==> config.mk <==
export PLATFORM = sky130hd
export DESIGN_NAME = ex_divider
export DESIGN_NICKNAME = d
export VERILOG_FILES = /design/src/rtl/ex_divider.sv
export SDC_FILE = /design/constraint.sdc
export NUM_CORES = 1
export LEC_CHECK = 0
export ABC_AREA = 1
export ABC_CLOCK_PERIOD_IN_PS = 4100
export CAP_MARGIN = 20
export CORE_UTILIZATION = 25
export DETAILED_ROUTE_END_ITERATION = 16
export PLACE_DENSITY = 0.46
export SLEW_MARGIN = 10
export SYNTH_ARGS = -nofsm -noshare
export SYNTH_HDL_FRONTEND = slang
export SYNTH_SLANG_ARGS = --single-unit
==> constraint.sdc <==
create_clock -name clk -period 4.1 [get_ports clk]
set_input_delay 0.41 -clock clk [delete_from_list [all_inputs] [get_ports clk]]
set_output_delay 0.41 -clock clk [all_outputs]
set_load 0.05 [all_outputs]
==> src/rtl/ex_divider.sv <==
// Iterative restoring divider for LA32R DIV.W/MOD.W/DIV.WU/MOD.WU in the EX stage.
// It takes one quotient bit per cycle, and its valid/ready handshakes stall the pipeline while it runs.
module ex_divider #(
  parameter int WIDTH = 32,
  parameter int CNT_W = 6
) (
  input  logic             clk,
  input  logic             rstn,
  input  logic             flush,
  input  logic             in_valid,
  output logic             in_ready,
  input  logic [1:0]       op,
  input  logic [WIDTH-1:0] a,
  input  logic [WIDTH-1:0] b,
  output logic             out_valid,
  input  logic             out_ready,
  output logic [WIDTH-1:0] y
);

  localparam logic [1:0] ST_IDLE = 2'd0;
  localparam logic [1:0] ST_CALC = 2'd1;
  localparam logic [1:0] ST_DONE = 2'd2;

  localparam logic [WIDTH-1:0] ONE      = WIDTH'(1);
  localparam logic [CNT_W-1:0] LAST_CNT = CNT_W'(WIDTH - 1);

  logic [1:0]       state_reg;
  logic [CNT_W-1:0] cnt_reg;
  logic [WIDTH-1:0] rem_reg;
  logic [WIDTH-1:0] dvd_reg;
  logic [WIDTH-1:0] quo_reg;
  logic [WIDTH-1:0] dvs_reg;
  logic [WIDTH-1:0] y_reg;
  logic             mod_reg;
  logic             neg_q_reg;
  logic             neg_r_reg;

  logic             accept;
  logic             is_signed;
  logic [WIDTH-1:0] a_mag;
  logic [WIDTH-1:0] b_mag;
  logic [WIDTH-1:0] y_zero;
  logic [WIDTH:0]   shifted;
  logic             ge;
  logic [WIDTH-1:0] rem_step;
  logic [WIDTH-1:0] quo_step;
  logic [WIDTH-1:0] q_fix;
  logic [WIDTH-1:0] r_fix;
  logic [WIDTH-1:0] y_calc;

  assign in_ready  = (state_reg == ST_IDLE);
  assign out_valid = (state_reg == ST_DONE);
  assign y         = y_reg;
  assign accept    = in_valid && in_ready;

  assign is_signed = ~op[1];
  assign a_mag     = (is_signed && a[WIDTH-1]) ? (~a + ONE) : a;
  assign b_mag     = (is_signed && b[WIDTH-1]) ? (~b + ONE) : b;
  assign y_zero    = op[0] ? a : {WIDTH{1'b1}};

  // The partial remainder can reach 2*divisor-1 for large unsigned divisors, so the trial needs one extra bit.
  assign shifted  = {rem_reg, dvd_reg[WIDTH-1]};
  assign ge       = (shifted >= {1'b0, dvs_reg});
  assign rem_step = ge ? (shifted[WIDTH-1:0] - dvs_reg) : shifted[WIDTH-1:0];
  assign quo_step = {quo_reg[WIDTH-2:0], ge};

  assign q_fix  = neg_q_reg ? (~quo_step + ONE) : quo_step;
  assign r_fix  = neg_r_reg ? (~rem_step + ONE) : rem_step;
  assign y_calc = mod_reg ? r_fix : q_fix;

  always_ff @(posedge clk or negedge rstn) begin
    if (!rstn) begin
      state_reg <= ST_IDLE;
      cnt_reg   <= '0;
      rem_reg   <= '0;
      dvd_reg   <= '0;
      quo_reg   <= '0;
      dvs_reg   <= '0;
      y_reg     <= '0;
      mod_reg   <= 1'b0;
      neg_q_reg <= 1'b0;
      neg_r_reg <= 1'b0;
    end else if (flush) begin
      state_reg <= ST_IDLE;
      cnt_reg   <= '0;
    end else begin
      case (state_reg)
        ST_IDLE: begin
          if (accept) begin
            mod_reg   <= op[0];
            neg_q_reg <= is_signed && (a[WIDTH-1] ^ b[WIDTH-1]);
            neg_r_reg <= is_signed && a[WIDTH-1];
            dvd_reg   <= a_mag;
            dvs_reg   <= b_mag;
            rem_reg   <= '0;
            quo_reg   <= '0;
            cnt_reg   <= '0;
            if (b == '0) begin
              y_reg     <= y_zero;
              state_reg <= ST_DONE;
            end else begin
              state_reg <= ST_CALC;
            end
          end
        end
        ST_CALC: begin
          rem_reg <= rem_step;
          quo_reg <= quo_step;
          dvd_reg <= {dvd_reg[WIDTH-2:0], 1'b0};
          if (cnt_reg == LAST_CNT) begin
            // Sign fix-up is folded into the final step so DONE follows immediately.
            y_reg     <= y_calc;
            cnt_reg   <= '0;
            state_reg <= ST_DONE;
          end else begin
            cnt_reg <= cnt_reg + CNT_W'(1);
          end
        end
        ST_DONE: begin
          if (out_ready) begin
            state_reg <= ST_IDLE;
          end
        end
        default: begin
          state_reg <= ST_IDLE;
          cnt_reg   <= '0;
        end
      endcase
    end
  end

endmodule

==> reports/results.txt <==
outcome = complete, no violations
Slowest Stage Delay on Critical Path = 0.48 ns
synthesized-area fraction occupied by ao, oa, aoi and oai cells = 15.2%
TritonRoute pass-1 iters = 6
setup fix buffers added after clock tree synthesis = 0
Synth Register Bits = 170
pwr dens = 977 nW/um^2
share of the cycle needed by the critical path after routing = 93.9%
post-synth cell types = 54
relative contribution of sequential cells to total power = 17.8%
async set or reset register ratio after synthesis = 100%
top library cells by usage in the layout, fill and taps aside = nand2_1, inv_1, nor2_1
simple-gate share of the synthesized area = 35.4%
crit path launch type = register
die height = 235 um
Max Slew Vio Count = 0
proportion of layout cells with a drive suffix above 1 = 6.18%
area of the die = 55,400 sq um
final cell area excluding filler cells = 16,000 sq um
maximum capacitance violations = 0
proportion of synthesized area in mux cells = 0%
cell-internal power = 0.00658 W
Crit Path Max Fanout = 5
leakage component of the power = 7.95 nW
Worst Tran Pin Value = 0.858 ns
post-route setup TNS = 0 ns
floorplan die width = 235 um
Std-Cell Rows = 85
synthesis-to-layout area growth = 17.7%
main area contributors after synthesis = dfrtp_1, nand2_1, inv_1, o21ai_0, nand3_1
buffers added on ports = 104
wire length of the first global-routing pass = 79,600 um
Crit path buffers/inverters = 3
multi-input logic area = 7910 sq um
r2r startpoint = dvd_reg[31]
proportion of synthesized chip area in sequential cells = 31.2%
via count of the first global-routing pass = 13,669
antenna violations before repair = 0
via count = 13,940
most frequent standard cell in the layout excluding fill and tap cells = nand2_1
Avg Inst Size Synth = 6.34 sq um
dpl ws = 0.194 ns
slew margin rel. = 42.7%
xor and xnor area share after synthesis = 3.60%
largest area contributor in the synthesized netlist = dfrtp_1
cell seen most often among critical-path stages = nand2_1
routability cong. = 0.905
pin count of the biggest net entering global routing = 81
clock tree root driver cell = clkbuf_16
placed instance area = 15,400 sq um
count of flip-flops with a built-in enable after synthesis = 0
post-detailed-placement half-perimeter wirelength = 39,600 um
CTS clk-pin slew, worst paths = 0.07 ns
unrepaired setup endpoints after global routing = false
worst setup skew after layout = 0.0164 ns
switching share of power = 58.0%
total net switching power = 0.00909 W
worst min path class = in2async
buffer depth of the longest clock path = 2
Final Hold Fails = 0
maximum level of the CTS H-tree = 4
dominant combinational cell family by area after synthesis = simple AND/OR/NAND/NOR gates
Post-Route WL = 50,800 um
Critical Path Source = dvd_reg[31]
critical path class = reg2reg
critical path, cell by cell = inv_1 > ha_1 > inv_1 > fa_1 > nand2_1 > inv_1 > nand2_1 > nand3_1 > nand2_1 > nand3_1 > xor2_1 > nand2_1 > nand2_1 > nor2_4 > nand2_1 > nor2_2 > nand2_2 > nand2_2 > nand2_1 > nand3_1 > o211ai_1 > nand2_1 > nand2_1
total setup violations reported at the end of the flow = 0
number of nets produced by synthesis = 2,256
wire length per cell after detailed routing = 17.4 um
area share of the largest cell type after synthesis = 31.2%
clock latency on the worst-skew pair = 0.47 ns
# DRC = 0
post-layout util = 29.8%
I/O pin cnt = 105
cell with the largest stage delay on the worst path = fa_1
remaining global-route overflow = 0
Req. time, crit path = 4.46 ns
setup slack, reg-to-reg = 0.25 ns
starting density of the core = 25.3%
Comb pwr share = 71.2%
Post-Synthesis Cell Area = 13,600 sq um
worst endpoint data arrival time = 4.21 ns
Period minus WS final = 3.85 ns
adder-cell area share of the yosys netlist = 3.55%
Synth Flop Type = dfrtp_1
endpoint type of the worst setup path = register
fillers = 6,038
remaining number of nets flagged by the antenna check after routing = 0
synthesis warning total = 0
Antenna Cells = 0
final worst slack = 0.251 ns
Detailed Route Iter0 Violations = 1,113
Peak supply drop = 0.000578 V
number of instances in the synthesized netlist = 2,147
global-route usage over all layers = 18.5%
fin nets = 2,329
gate family responsible for the most delay along the worst path = simple AND/OR/NAND/NOR gates
number of buffers added by the clock tree synthesis step = 17
TritonCTS clock tree = done
count of clock tree sinks = 170
Max Fclk = 260 MHz
vias per cell = 4.76
fraction of power consumed by the clock network = 11.0%
area of the core region = 53,800 sq um
sequential cell area in the final layout = 4250 sq um
## cell usage after synthesis, types with 2 or more instances
cell type  number
o21bai_1        3
a31oi_1        16
nor2_4          4
clkinv_1        2
clkbuf_1       49
o21ai_1        10
o21ai_2         3
o31ai_1        11
buf_4           2
inv_2           4
o21ai_0       172
a32o_1          2
a22o_1          6
nand2_1       657
xnor2_1        11
nand3b_1        7
o211ai_1       10
a21oi_1       101
nand3_1       157
inv_1         293
o221ai_1       13
nor4_1          5
nor2_1        191
nor2_2         19
o22ai_1        11
ha_1           37
o21a_1          4
and2_1          3
nand2_2        19
or2_2           5
nor3_1         29
nand4_1        23
buf_6           6
dfrtp_1       170
nand3_2         8
buf_1          13
buf_2          10
xor2_1         45
## area by class of cell
type,instances,area share (%)
clock buffer,19,2.76
clock inverter,13,0.960
inverter,299,7.00
multi-input combinational,1597,49.3
sequential,170,26.5
tap,696,5.43
timing repair buffer,135,8.03
## timing repair
item,CTS,global route
setup endpoints to repair,0,5
hold buffers,0,0
gates resized for setup,0,4
## cells by family (layout without fill, tap and decap cells)
kind of cell | Yosys count | count (layout)
simple gates | 1134 | 1134
buf+inv | 380 | 466
compound gates | 369 | 369
flops | 170 | 170
xor+xnor | 56 | 56
fa+ha+maj | 38 | 38
## power groups by stage
stage | clock, W | sequential, W | combinational (W)
2_1_floorplan | 0 | 0.00313 | 0.00738
3_3_place_gp | 0 | 0.00281 | 0.0110
3_5_place_dp | 0 | 0.00282 | 0.0110
4_1_cts | 0.00177 | 0.00280 | 0.0111
5_1_grt | 0.00183 | 0.00286 | 0.0125
6_report | 0.00173 | 0.00279 | 0.0112
## path summary, 6_finish.rpt
kind / endpoint / cells after the start
worst min-delay path: dvd_reg[4] / 1
worst max register to register: y[13] / 23
worst max-delay path: y[13] / 23
worst min register to register: dvd_reg[20] / 2
min in group clk: dvd_reg[20] / 2
max in group asynchronous: dvs_reg[7] / 2
## per-stage QoR
stage | hold slack [ns] | total power (W) | cells
after floorplan | 0.114 | 0.0105 | 2147
after global placement | 0.460 | 0.0139 | 2897
after detailed placement | 0.465 | 0.0138 | 2897
after CTS | 0.0331 | 0.0156 | 2929
after global routing | 0.0596 | 0.0172 | 2929
final | 0.00585 | 0.0157 | 2929
## worst register-to-register path, cell delays in order (launching register included)
cell and delay, ns:
dfrtp_1 0.43, inv_1 0.11, ha_1 0.28, inv_1 0.15, fa_1 0.48, nand2_1 0.09
inv_1 0.05, nand2_1 0.05, nand3_1 0.17, nand2_1 0.12, nand3_1 0.12, xor2_1 0.18
nand2_1 0.07, nand2_1 0.16, nor2_4 0.18, nand2_1 0.08, nor2_2 0.14, nand2_2 0.10
nand2_2 0.14, nand2_1 0.08, nand3_1 0.10, o211ai_1 0.22, nand2_1 0.18, nand2_1 0.06
## metal layers
| layer | global-route usage (%) | part of all wire (%) |
|---|---|---|
| met3 | 2.18 | 3.9 |
| met1 | 26.4 | 49 |
| met4 | 5.27 | 1.6 |
| met2 | 29.2 | 45 |
| met5 | 0 | 0 |
No activity file was read; power rests on OpenSTA's default activity.
